--- config.mk ---
export PLATFORM = sky130hd
export DESIGN_NAME = csa_resolver
export DESIGN_NICKNAME = d
export VERILOG_FILES = /design/src/rtl/csa_resolver.sv
export SDC_FILE = /design/constraint.sdc
export NUM_CORES = 1
export LEC_CHECK = 0
export ABC_AREA = 0
export BUFFER_PORTS_ARGS = -buffer_cell sky130_fd_sc_hd__buf_4
export CELL_PAD_IN_SITES_DETAIL_PLACEMENT = 0
export CELL_PAD_IN_SITES_GLOBAL_PLACEMENT = 1
export CORE_MARGIN = 3
export CORE_UTILIZATION = 46
export DETAILED_ROUTE_END_ITERATION = 7
export PLACE_DENSITY = 0.95
export SETUP_SLACK_MARGIN = 0.1
export SLEW_MARGIN = 20
export SYNTH_ARGS = -nofsm -noshare
export SYNTH_HDL_FRONTEND = slang
export SYNTH_SLANG_ARGS = --single-unit
--- constraint.sdc ---
create_clock -name clk -period 2.7 [get_ports clk]
set_clock_uncertainty 0.1 [all_clocks]
set_input_delay 0.405 -clock clk [delete_from_list [all_inputs] [get_ports clk]]
set_output_delay 0.405 -clock clk [all_outputs]
set_load 0.02 [all_outputs]
--- src/rtl/csa_resolver.sv ---
// rtl/csa_resolver.sv - chunked carry-propagate adder resolving a CSA (sum, carry) pair
module csa_resolver #(
    parameter int WIDTH = 16,
    parameter int CHUNK = 4
) (
    input  logic               clk,
    input  logic               rst,
    input  logic               in_valid,
    output logic               in_ready,
    input  logic [WIDTH-1:0]   sum_in,
    input  logic [WIDTH-1:0]   carry_in,
    output logic               out_valid,
    input  logic               out_ready,
    output logic [WIDTH+1:0]   result,
    output logic               busy
);

    localparam int NCH = (WIDTH + 2 + CHUNK - 1) / CHUNK;
    localparam int PW  = NCH * CHUNK;
    localparam int CW  = (NCH > 1) ? $clog2(NCH) : 1;
    localparam logic [CW-1:0] LAST = CW'(NCH - 1);

    typedef enum logic [1:0] {
        IDLE = 2'd0,
        RUN  = 2'd1,
        DONE = 2'd2
    } state_t;

    state_t          state;
    state_t          state_next;
    logic [PW-1:0]   op_a;
    logic [PW-1:0]   op_b;
    logic [PW-1:0]   acc;
    logic [CW-1:0]   cnt;
    logic            cc;
    logic [CHUNK:0]  chunk_sum;

    // Operands shift right one chunk per RUN cycle, so the active chunk is always at bit 0.
    always_comb begin
        chunk_sum = {1'b0, op_a[CHUNK-1:0]} + {1'b0, op_b[CHUNK-1:0]} + {{CHUNK{1'b0}}, cc};
    end

    // State register.
    always_ff @(posedge clk or posedge rst) begin
        if (rst) begin
            state <= IDLE;
        end else begin
            state <= state_next;
        end
    end

    // Next-state logic: accept in IDLE, resolve NCH chunks in RUN, hold in DONE until taken.
    always_comb begin
        state_next = state;
        case (state)
            IDLE:    if (in_valid) state_next = RUN;
            RUN:     if (cnt == LAST) state_next = DONE;
            DONE:    if (out_ready) state_next = IDLE;
            default: state_next = IDLE;
        endcase
    end

    // Datapath: latch operands on acceptance, then add one chunk per cycle, rippling the carry.
    // Each resolved chunk enters acc at the top and moves down, so after NCH cycles chunk 0
    // sits at bit 0 and the whole sum is in place.
    always_ff @(posedge clk or posedge rst) begin
        if (rst) begin
            op_a <= '0;
            op_b <= '0;
            acc  <= '0;
            cnt  <= '0;
            cc   <= 1'b0;
        end else begin
            case (state)
                IDLE: begin
                    if (in_valid) begin
                        op_a <= PW'(sum_in);
                        op_b <= PW'({carry_in, 1'b0});
                        acc  <= '0;
                        cnt  <= '0;
                        cc   <= 1'b0;
                    end
                end
                RUN: begin
                    op_a <= op_a >> CHUNK;
                    op_b <= op_b >> CHUNK;
                    acc  <= (acc >> CHUNK) | (PW'(chunk_sum[CHUNK-1:0]) << (PW - CHUNK));
                    cc   <= chunk_sum[CHUNK];
                    cnt  <= cnt + CW'(1);
                end
                default: ;
            endcase
        end
    end

    // Padding bits above WIDTH+1 are always zero and are discarded.
    if (PW > WIDTH + 2) begin : g_pad
        logic unused_pad;
        assign unused_pad = ^acc[PW-1:WIDTH+2];
    end

    assign result    = acc[WIDTH+1:0];
    assign in_ready  = (state == IDLE);
    assign out_valid = (state == DONE);
    assign busy      = (state != IDLE);

endmodule
After elaboration in Yosys (flattened, before gate mapping):

Cells that the tools add are included.

* bits in registers: 66
* input port bits: 36
* output and inout port bits: 21
* word-level logic and storage cells: 35

* add/subtract/negate cells: 3
* eq/ne operators: 6
* muxes and demuxes: 14
* bitwise operators: 1
* reductions and logical operators: 5

Operators by type and width (count)
* case mux 20 bit (2 select lines): 3
* 2-to-1 mux 20 bit: 3
* OR 16 x 20 -> 20 bit: 1
* 2-to-1 mux 2 bit: 3
* case mux 2 bit (3 select lines): 1
* case mux 3 bit (2 select lines): 1
* adder 4 x 4 -> 5 bit: 1
* adder 5 x 1 -> 5 bit: 1
* != test 2 bit, second input constant: 2
* nonzero test 2 bit: 2
* adder 3 x 1 -> 3 bit, second input constant: 1
* == test 3 bit, second input constant: 1
* 2-to-1 mux 3 bit: 1
* AND reduction 3 bit: 1
* == test 2 x 1 -> 1 bit, second input constant: 1
* == test 2 bit, second input constant: 1
* logical NOT 2 bit: 1
* != test 2 x 1 -> 1 bit, second input constant: 1
* case mux 1 bit (2 select lines): 1
* AND reduction 2 bit: 1
* 2-to-1 mux 1 bit: 1

Depth between registers and ports, before layout:

Gate-level depths: netlist of run 1.

* word-level depth: 4
* mapped depth: 6
* mapped depth without buffers: 5

Worst setup path after synthesis of run 1:

Ideal clock, no wire load.

* path kind: reg-to-reg
* start: register op_a[0]
* end: register cc
* arrival time: 1573 ps
* required time: 2477 ps
* path slack: 904 ps
* stages on the path, launching flop included: 6
* path buffers: 0
* clock period less this slack: 1796 ps
* cells stage by stage: dfrtp_1 > fa_1 > fa_1 > a21o_1 > a21oi_1 > o21ai_1

* word-level cells in the longest chain between the ends: 3

RTL lines
* start: declaration: RTL line 31 `logic [PW-1:0] op_a;`
* start signal: assignment: RTL line 77 `op_a <= PW'(sum_in);`
* start signal: assignment: RTL line 85 `op_a <= op_a >> CHUNK;`
* adder 4 x 4 -> 5 bit: RTL line 40 `chunk_sum = {1'b0, op_a[CHUNK-1:0]} + {1'b0, op_b[CHUNK-1:0]} + {{CHUNK{1'b0}}, cc};`
* adder 5 x 1 -> 5 bit: RTL line 40
* case mux 1 bit (2 select lines): RTL line 74 `case (state)`
* end signal: assignment: RTL line 88 `cc <= chunk_sum[CHUNK];`
* end: declaration: RTL line 35 `logic cc;`

No other way between the ends.
A chain may end at the register's enable or synchronous reset.

Worst setup path after layout of run 1:

* start: register state[0]
* end: output in_ready

* word-level cells in the longest chain between the ends: 1

RTL lines
* start: declaration: RTL line 29 `state_t state;`
* start signal: assignment: RTL line 48 `state <= state_next;`
* logical NOT 2 bit: RTL line 103 `assign in_ready = (state == IDLE);`
* end: declaration: RTL line 9 `output logic in_ready,`

No other way between the ends.

==> results of run 1 <==
-- area by class of cell --
type	instances	area, sq um	share of cell area
Tap cell	72	90.1	0.0277
Timing Repair Buffer	65	500	0.154
Clock buffer	10	138	0.0423
Sequential cell	59	1480	0.453
Inverter	5	18.8	0.00576
Multi-Input combinational cell	143	978	0.300
Clock inverter	6	55.1	0.0169
-- per-layer routing --
| metal | GRT usage | vias up |
|---|---|---|
| li1 | - | 938 |
| met1 | 0.207 | 957 |
| met2 | 0.245 | 57 |
| met3 | 0.0357 | 6 |
| met4 | 0.0713 | 0 |
| met5 | 0 | - |
-- cell usage after synthesis (2+ instances only) --
master | instances | share of area
inv_1 | 5 | 0.0068
nand2_1 | 27 | 0.037
ha_1 | 5 | 0.023
buf_6 | 6 | 0.025
buf_4 | 24 | 0.065
and2b_1 | 4 | 0.011
nand3_1 | 2 | 0.0036
buf_2 | 5 | 0.0091
a21oi_1 | 8 | 0.015
dfrtp_1 | 59 | 0.54
o21ai_1 | 25 | 0.045
a22o_1 | 28 | 0.089
o21ai_0 | 2 | 0.0036
and3b_1 | 3 | 0.0095
nor2b_1 | 3 | 0.0068
a22oi_1 | 21 | 0.057
fa_1 | 2 | 0.015
-- flip-flops by register name, indices dropped and copies added (netlist names) --
name and count:
cc 1, acc 20, op_b 17, cnt 3
state 2, op_a 16
-- worst paths after layout --
path | to | startpoint | cells after the start
max | in_ready | state[0]$_DFFE_PP0P_ | 4
max in group asynchronous | op_b[15]$_DFFE_PP0P_ | rst | 3
min reg2reg | acc[19]$_DFFE_PP0P_ | acc[19]$_DFFE_PP0P_ | 2
max reg2reg | cc$_DFFE_PP0P_ | op_a[0]$_DFFE_PP0P_ | 5
min | acc[5]$_DFFE_PP0P_ | rst | 2
min in group clk | op_b[14]$_DFFE_PP0P_ | carry_in[13] | 2
-- where the power goes --
group / switching [W] / internal, W
clock: 0.000343 / 0.000443
sequential: 0.000224 / 0.00121
combinational: 0.000789 / 0.000653
-- cells by family (layout without fill, tap and decap cells) --
group                      count (synthesis)  in the layout  synth area share
DFF                                       59             59             0.536
AOI/OAI and AO/OA                         90             90             0.228
buffers and inverters                     42             86             0.113
adders and majority gates                  7              7            0.0373
and+or+nand+nor                           44             44            0.0791
xor gates and xnor gates                   1              1           0.00318
muxes                                      1              1           0.00409
-- stage by stage --
step,power [W],hold WS [ns],util
floorplan,0.00264,0.350,-
global placement,0.00285,0.361,0.543
detailed placement,0.00290,0.367,0.543
CTS,0.00369,0.172,0.577
global route,0.00389,0.180,0.577
finish,0.00366,0.181,0.577
==> results.txt, run 1 <==
The peak clock frequency supported by timing is 526 MHz. The Yosys step of the flow raised 0 warnings. The share of async-settable or async-resettable flops after synthesis is 1.00. The wire length of the first global-routing pass came out at 8.91 mm. The number of rows in the core area came out at 27.

The worst stage delay on the critical path is 0.37 ns. The post-synthesis to final-layout area growth came out at 18.3%. The sum of buffers and inverters on the critical path is 3. The power per cell area is 1120 nW/um^2. The clock tree synthesis step divided the H-tree into 3 levels. The analysis attributes to cell leakage a power of 1.61 nW. The CTS sink count came out at approximately 60. Wire segments on met3 add up to 313 microns in the final route. STA classifies the critical path endpoint as a primary output.

The final cycle utilization of the critical path is 0.704. Setup repair after global routing left no endpoint under its margin. By instance count, the cell type seen most on the critical path is buf_4. The final-layout fill cell count is 496. For this configuration, the core starts out at a cell density of 0.488. STA puts the critical path data arrival time at between 1 and 1.5 ns. The number of placed instances, taps included is 344. Subtracting the final worst setup slack from the clock period gives 1.90 ns.

The number of global-route vias before repair came out at 2000. The wire length on met2 came out at 2.52 mm. The register-to-register path setup slack is 0.83 ns. The worst setup path is launched from a flop. The number of remaining DRC errors is 0. The via count is 1958. After floorplanning, the core was sized to cover 5640 sq um. The most frequent standard cell in the layout excluding fill and tap cells is buf_4.

The register bit count reported by yosys is 59. In this run the post-CTS setup repair buffer count came out at 0. The via density per instance is 5.44. Measured against its own limit, the worst slew margin works out to 0.391. The gate count of the mapped netlist is around 240. Walking the worst path, the cells encountered are buf_4 > or2_2 > inv_1 > buf_4.

The cell sitting at the root of the clock tree is a clkbuf_8. The number of buffers inserted during clock tree synthesis came out at 9. The met1 wire length came out at 2.46 mm. The max-slew violation count is 0. The critical-path cell with the highest stage delay is dfrtp_1. The worst IR drop on VDD came out at 0.000658 V.

The detailed-placement wirelength estimate is approximately 3.7 mm. The total wire length came out at 5.39 mm. The clock latency of the later-clocked register in the worst-skew pair is 0.33 ns. In this run the cell area of the synthesized design comes to 2750 sq um. The non-filler instance count after layout is 360. The initial DRC count is slightly below 70. The total of max-cap violations came out at 0. The number of buffers inserted by port buffering came out at 56. The worst endpoint required time is 2.19 ns. The number of buffers added to fix hold violations after cts came out at 0. Once the clock tree was built, the resizer swapped 0 gates to a different size. The uppermost layer routed is met4. Summed over all layers, the global routing overflow is 0.

In the final routed layout, each cell accounts on average for 15.0 microns. The final worst setup slack came out at approximately 0.8 ns. The top cell types in the final layout, fill and taps aside, are buf_4, dfrtp_1, a22o_1, nand2_1, o21ai_1.

The area of placed instances came out at 3060 sq um. The unique cell type count in the Yosys netlist is 32. The last weighted congestion value of the routability-driven placer came out at approximately 0.8. The path class of the tightest hold or removal check is input pin to async pin.

The final layout net count came out at 326. With fillers left out, the area of the finished cells amounts to 3260 sq um. Of the cells placed in the final design, the portion with a size suffix greater than 1 is 0.302. The clock edge transition at the registers on the reported setup and hold paths is 0.06 ns.

The number of antenna violations at the first check in global routing came out at 0. The detailed-routing iteration count for the pre-antenna-repair pass is 5. The residual antenna-violating net count after detailed routing is 0. The mean cell area of the mapped netlist came out at 11.3 sq um. The flow ran to the end, and the final reports show no timing, DRC or antenna violations.

The accumulated negative setup slack came out at 0 ns. The antenna diode count is 0. The floorplan die area is 6950 sq um.

Grouping stages by cell kind, the critical path spends the most delay in buffers and inverters. The critical path in this run is classified as flop to primary output. The slew at the pin closest to its max-slew limit is about 0.9 ns. The largest net degree at the start of global routing came out at 45.

The height of the chip came out at 83.4 microns. The chip width came out at around 83 microns. Counting every net in the synthesized netlist gives about 290.

The number of enable-type register cells in the synthesized netlist came out at 0. For this run, the total global-route usage over all layers was measured as 0.157. The worst-case setup slack after placement is around 0.84 ns. Along the worst path, the maximum fanout reaches 17. The number of top-level design ports is 57. The final number of setup-violating endpoints came out at 0. The buffer levels on the longest clock path came out at 2. The final hold violation count is 0. TritonCTS built the clock tree. The primary flip-flop cell chosen by synthesis mapping is dfrtp_1.

The share of the Yosys chip area taken by registers is 0.536.
No activity file was read; power rests on OpenSTA's default activity.
==> run 2: changes to the inputs <==
--- a/config.mk
+++ b/config.mk
@@ -10,9 +10,9 @@
 export CELL_PAD_IN_SITES_DETAIL_PLACEMENT = 0
 export CELL_PAD_IN_SITES_GLOBAL_PLACEMENT = 1
 export CORE_MARGIN = 3
-export CORE_UTILIZATION = 46
+export CORE_UTILIZATION = 42
 export DETAILED_ROUTE_END_ITERATION = 7
-export PLACE_DENSITY = 0.95
+export PLACE_DENSITY = 0.88
 export SETUP_SLACK_MARGIN = 0.1
 export SLEW_MARGIN = 20
 export SYNTH_ARGS = -nofsm -noshare
==> constraint.sdc (replaced) <==
create_clock -name clk -period 2 [get_ports clk]
set_clock_uncertainty 0.1 [all_clocks]
set_input_delay 0.3 -clock clk [delete_from_list [all_inputs] [get_ports clk]]
set_output_delay 0.3 -clock clk [all_outputs]
set_load 0.02 [all_outputs]
==> results.txt, run 2 (same netlist as run 1, synthesis figures left out) <==
The leakage power figure is 1.62 nW (+0.36%). The max-slew violation count came out at 0 (unchanged). The flow ran to the end, and the final reports show no timing, DRC or antenna violations. The number of remaining DRC errors is 0 (unchanged). The worst-path maximum fanout came to 15 (-2).

By startpoint and endpoint, the worst setup path is classified as flop to primary output. The final worst setup slack came out at 0.204 ns (-0.594 ns). The worst endpoint required time is 1.60 ns (-0.59 ns). The peak clock frequency supported by timing came out at roughly 560 MHz. The initial DRC count is 91 (+32%).

The CTS sink count came out at 59 (unchanged). The final number of setup-violating endpoints is 0 (unchanged). The via count came out at 1943 (-0.77%). The final layout net count came out at 329 (+0.92%). The clock latency of the later-clocked register in the worst-skew pair was 0.33 ns (about the same). The detailed-routing iteration count for the pre-antenna-repair pass is 4 (-1).

The core occupancy in the finished layout is 0.537 (-0.0408). The minimum clock period is 1.80 ns. The total track usage is 0.155 (-0.00124).

The buffer levels on the longest clock path is 2 (unchanged). The library cells used most frequently in the layout, excluding fill and tap cells, are buf_4, dfrtp_1, a22o_1, nand2_1, o21ai_1. The chip width is 87.0 microns (+4.3%).

The min-delay analysis places its worst path in the category input pin to flop. The number of buffers inserted by port buffering is 56 (unchanged). The initial core utilization came out at 0.449 (-0.0390). STA classifies the critical path startpoint as a flop. The start point of the critical path is state[0]$_DFFE_PP0P_.

The worst max-slew margin expressed relative to the limit came out at 0.754 (+0.363). STA classifies the critical path endpoint as a primary output. The floorplan die area is 7560 sq um (+8.8%). The via density per instance is 5.34 (-1.9%). The final cycle utilization of the critical path came out at 0.898. The clock root buffer is clkbuf_8. The final hold violation count came out at 0 (unchanged). The startpoint of the most critical hold path is sum_in[13]. The number of rows in the core area is 28 (+3.7%). The worst IR drop on VDD came out at 0.000633 V (-3.7%).

The number of global-route vias before repair came out at 1855 (-7.2%). The total of max-cap violations came out at 0 (unchanged). The power per cell area is 1480 nW/um^2 (+32%).

The largest net degree at the start of global routing came to 60 (+33%). TritonCTS built the clock tree. The average wire per cell in the routed design is 14.9 microns (-0.18%). The total wire length was 5.44 mm (+0.93%).

The number of top-level design ports is 57 (unchanged). Leaving out fill and tap cells, the most frequent cell in the layout is buf_4. The core area came to 6130 sq um (+8.7%). Setup repair after global routing left no endpoint under its margin. The accumulated negative setup slack came out at 0 ns (unchanged). The worst register-to-register path begins at op_a[0]$_DFFE_PP0P_. The remaining global-route overflow is 0 (unchanged). The slew at the pin closest to its max-slew limit came to 0.368 ns (-0.543 ns). The worst-case setup slack after placement was 0.118 ns (-0.723 ns). The largest register by flop count is acc. The number of antenna violations at the first check in global routing came out at 0 (unchanged).

The number of buffers inserted during clock tree synthesis came to 9 (unchanged). The largest registers in the layout are acc (20), op_b (17), op_a (16). The residual antenna-violating net count after detailed routing is 0 (unchanged). The antenna diode count is 0 (unchanged).

The post-synthesis to final-layout area growth came out at 19.4%. The number of flip-flops under the largest register name came out at 20 (unchanged). The clock edge transition at the registers on the reported setup and hold paths came to 0.06 ns (about the same). The height of the chip came out at 87.0 microns (+4.3%). The detailed-placement wirelength estimate was 3.74 mm (+0.14%). The share of post-route cells with drive strength above 1 is 0.308 (+0.00588). The wire length of the first global-routing pass came out at 8.97 mm (+0.71%).

The count of H-tree levels built during CTS came out at 3 (unchanged). The last weighted congestion value of the routability-driven placer is 0.779 (-1.2%). The arrival time of data at the critical path endpoint was 1.40 ns (about the same).
==> run 2: worst max-delay path: stages (launching register included) <==
cell     delay [ns]
dfrtp_1        0.38
buf_4          0.19
or2_2          0.31
inv_1          0.06
buf_4          0.13
==> run 2: routing by layer <==
| metal | GRT usage | part of all wire |
|---|---|---|
| met3 | 0.0662 | 0.075 |
| met2 | 0.238 | 0.47 |
| met5 | 0 | 0 |
| met4 | 0.0467 | 0.0081 |
| met1 | 0.200 | 0.44 |
==> run 2: cell type report <==
type	count	area (sq um)
inverters	5	18.8
repair buffers	68	551
flip-flops and latches	59	1480
multi-input cells	143	983
clock inverters	3	15.0
clock buffers	11	151
well taps	75	93.8
fillers	563	2840
==> run 2: metrics by stage <==
stage	cells	cell area (sq um)	power [W]	hold slack, ns
6_report	364	3290	0.00487	0.0765
2_1_floorplan	244	2750	0.00357	0.333
4_1_cts	364	3280	0.00493	0.0621
3_3_place_gp	349	3110	0.00392	0.288
3_5_place_dp	349	3110	0.00399	0.292
5_1_grt	364	3290	0.00524	0.0606
==> run 2: power breakdown <==
group | total [W] | switching, W | internal (W)
clock network | 0.000914 | 0.000419 | 0.000496
logic | 0.00203 | 0.00108 | 0.000943
registers | 0.00193 | 0.000301 | 0.00163
==> run 2: worst paths after layout <==
| path | endpoint | slack [ns] | depth (start not counted) |
|---|---|---|---|
| setup reg to reg | cc$_DFFE_PP0P_ | 0.24 | 5 |
| max in group asynchronous | op_b[3]$_DFFE_PP0P_ | 1.05 | 4 |
| hold reg to reg | op_b[11]$_DFFE_PP0P_ | 0.38 | 2 |
| min in group asynchronous | acc[1]$_DFFE_PP0P_ | 0.49 | 4 |
| hold / removal | op_a[13]$_DFFE_PP0P_ | 0.08 | 2 |
| setup / recovery | in_ready | 0.20 | 4 |
==> run 2: what timing repair did <==
action                                  4_1_cts  5_1_grt
buffers inserted                              0        0
hold buffers                                  1        0
resized for setup                             0        2
endpoints found under the hold margin        59        0
endpoints found under the setup margin        0        1
==> run 3: changes to the inputs <==
--- a/config.mk
+++ b/config.mk
@@ -10,9 +10,9 @@
 export CELL_PAD_IN_SITES_DETAIL_PLACEMENT = 0
 export CELL_PAD_IN_SITES_GLOBAL_PLACEMENT = 1
 export CORE_MARGIN = 3
-export CORE_UTILIZATION = 42
+export CORE_UTILIZATION = 46
 export DETAILED_ROUTE_END_ITERATION = 7
-export PLACE_DENSITY = 0.88
+export PLACE_DENSITY = 0.95
 export SETUP_SLACK_MARGIN = 0.1
 export SLEW_MARGIN = 20
 export SYNTH_ARGS = -nofsm -noshare
==> constraint.sdc (replaced) <==
create_clock -name clk -period 2.09 [get_ports clk]
set_clock_uncertainty 0.1 [all_clocks]
set_input_delay 0.3135 -clock clk [delete_from_list [all_inputs] [get_ports clk]]
set_output_delay 0.3135 -clock clk [all_outputs]
set_load 0.02 [all_outputs]
==> results.txt, run 3 (same netlist as run 1, synthesis figures left out) <==
The flow ran to the end, and the final reports show no timing, DRC or antenna violations. The clock latency of the later-clocked register in the worst-skew pair came to 0.33 ns (about the same). The number of rows in the core area came to 27 (-3.6%).

The initial core utilization is 0.488 (+0.0390). The number of buffers inserted by port buffering is 56 (unchanged). The register-to-register path setup slack is 0.24 ns (about the same). The remaining global-route overflow is 0 (unchanged). Setup repair after global routing left no endpoint under its margin. The accumulated negative setup slack is 0 ns (unchanged). The path class of the tightest hold or removal check is input pin to flop.

The max-slew violation count came to 0 (unchanged). The antenna diode count is 0 (unchanged). The count of H-tree levels built during CTS came out at 3 (unchanged).

The last weighted congestion value of the routability-driven placer came out at 0.790 (+1.5%). The wire length of the first global-routing pass is 9.08 mm (+1.2%). The total of max-cap violations came out at 0 (unchanged). The height of the chip came out at 83.4 microns (-4.1%). The core area is 5640 sq um (-8.0%). The average wire per cell in the routed design came to 14.9 microns (about the same). The minimum clock period came out at roughly 1.9 ns. TritonCTS built the clock tree. The via count came out at 1927 (-0.82%).

Ranked by flip-flop count, first place goes to acc. The core occupancy in the finished layout is 0.591 (+0.0543). CTS placed an instance of clkbuf_8 at the clock tree root. The number of global-route vias before repair is 1942 (+4.7%).

The final layout net count is 326 (-0.91%). The terminus of the critical flop-to-flop path is cc$_DFFE_PP0P_. The final hold violation count came out at 0 (unchanged). The sequential cell area was 1480 sq um (about the same). The power per cell area is 1500 nW/um^2 (+1.4%). The share of post-route cells with drive strength above 1 was 0.306 (-0.00240). The final number of setup-violating endpoints is 0 (unchanged). The floorplan die area was 6950 sq um (-8.1%). The chip width is 83.4 microns (-4.1%). The initial DRC count is 81 (-11%). The via density per instance is 5.35 (+0.28%). The worst-path maximum fanout was 11 (-4). The number of top-level design ports came out at 57 (unchanged). The residual antenna-violating net count after detailed routing is 0 (unchanged). The arrival time of data at the critical path endpoint came out at 1.51 ns (+0.11 ns). STA classifies the critical path startpoint as a flop. The peak clock frequency supported by timing came out at around 520 MHz. The number of buffers inserted during clock tree synthesis is 9 (unchanged). In the layout the commonest cells are buf_4, dfrtp_1, a22o_1, nand2_1, o21ai_1.

The total wire length is 5.38 mm (-1.1%). The final-layout fill cell count came out at 499 (-11%). The leakage power figure came out at 1.62 nW (+0.31%). The instance count along the most critical hold path came out at 2 (unchanged). The detailed-placement wirelength estimate came out at 3.65 mm (-2.4%). The library cell used most frequently in the layout, excluding fill and tap cells, is buf_4. The buffer levels on the longest clock path is 2 (unchanged).

The final cycle utilization of the critical path came out at 0.919. The worst IR drop on VDD is 0.000747 V (+18%). The largest net degree at the start of global routing is 60 (unchanged). In the final layout, the registers with the most flip-flops are acc (20), op_b (17), op_a (16). The capturing element type of the critical path is a primary output. The post-synthesis to final-layout area growth is 21.0%. The number of flip-flops under the largest register name came out at 20 (unchanged). The area of placed instances is 3070 sq um (-1.2%).

The number of remaining DRC errors is 0 (unchanged). The worst setup path is of the flop to primary output kind. The worst max-slew margin expressed relative to the limit came out at 0.613 (-0.141). The critical path starts at state[0]$_DFFE_PP0P_. The worst reg2reg path depth is 5 (unchanged). The slew at the pin closest to its max-slew limit is 0.578 ns (+0.210 ns). The number of antenna violations at the first check in global routing came out at 0 (unchanged). The post-CTS repair timing setup buffer count is 0 (unchanged). The total track usage is 0.163 (+0.00768). The area used by multi-input combinational logic came out at 981 sq um (-0.25%). The capturing instance or port of the critical path is in_ready. The worst endpoint required time came to 1.68 ns (+0.08 ns). The area of all placed cells without fillers came out at 3330 sq um (+1.3%).

The clock edge transition at the registers on the reported setup and hold paths is 0.07 ns (about the same). The startpoint identified for the worst register-to-register timing path is op_a[0]$_DFFE_PP0P_. The detailed-routing iteration count for the pre-antenna-repair pass came to 4 (unchanged). The CTS sink count came to 59 (unchanged).
[run 3: changes by cell type in the layout (fill, tap and decap cells not counted), sizes merged]
cell	previous run	this run
bufinv	0	3
clkbuf	11	10
clkinv	3	0
buf	67	64
clkinvlp	0	3
[run 3: final cells by class]
class                           count  share of cell area
Multi-Input combinational cell    143               0.294
Clock buffer                       10              0.0413
Timing Repair Buffer               65               0.155
Sequential cell                    59               0.443
Inverter                            5             0.00563
Tap cell                           72              0.0270
Clock inverter                      6              0.0338
[run 3: worst min path at each step]
| stage | endpoint | slack (ns) | from |
|---|---|---|---|
| global route | op_b[16]$_DFFE_PP0P_ | 0.07 | carry_in[15] |
| CTS | op_a[13]$_DFFE_PP0P_ | 0.08 | sum_in[13] |
| floorplan | op_a[12]$_DFFE_PP0P_ | 0.35 | sum_in[12] |
| global placement | acc[1]$_DFFE_PP0P_ | 0.30 | rst |
| finish | op_a[14]$_DFFE_PP0P_ | 0.09 | sum_in[14] |
| detailed placement | acc[1]$_DFFE_PP0P_ | 0.30 | rst |
[run 3: critical path, stage by stage (launching register included)]
cell     delay, ns
dfrtp_2       0.46
buf_4         0.20
or2_2         0.31
inv_1         0.06
buf_4         0.13
[run 3: per-stage QoR]
stage                     worst slack (ns)  instances  hold slack (ns)  total power, W
after detailed placement             0.192        343            0.304         0.00376
after CTS                            0.124        360           0.0757         0.00505
final                                0.170        360           0.0912         0.00501
after global placement               0.254        343            0.301         0.00368
after global routing                 0.107        360           0.0713         0.00536
after floorplan                      0.220        244            0.346         0.00342
[run 3: where the power goes]
group          internal [W]  switching (W)
Clock              0.000824       0.000457
Sequential          0.00156       0.000296
Combinational      0.000846        0.00102
Total               0.00323        0.00178
[run 3: per-layer routing]
layer / vias up / track usage / part of all wire
met1: 931 / 0.219 / 0.46
met3: 6 / 0.0556 / 0.062
met4: 0 / 0.0520 / 0.0097
met5: - / 0 / 0
li1: 931 / - / -
met2: 59 / 0.249 / 0.46
[run 3: what timing repair did]
action,4_1_cts,5_1_grt
hold buffers,1,0
endpoints found under the hold margin,59,0
setup endpoints to repair,0,2
gates resized for setup,0,2
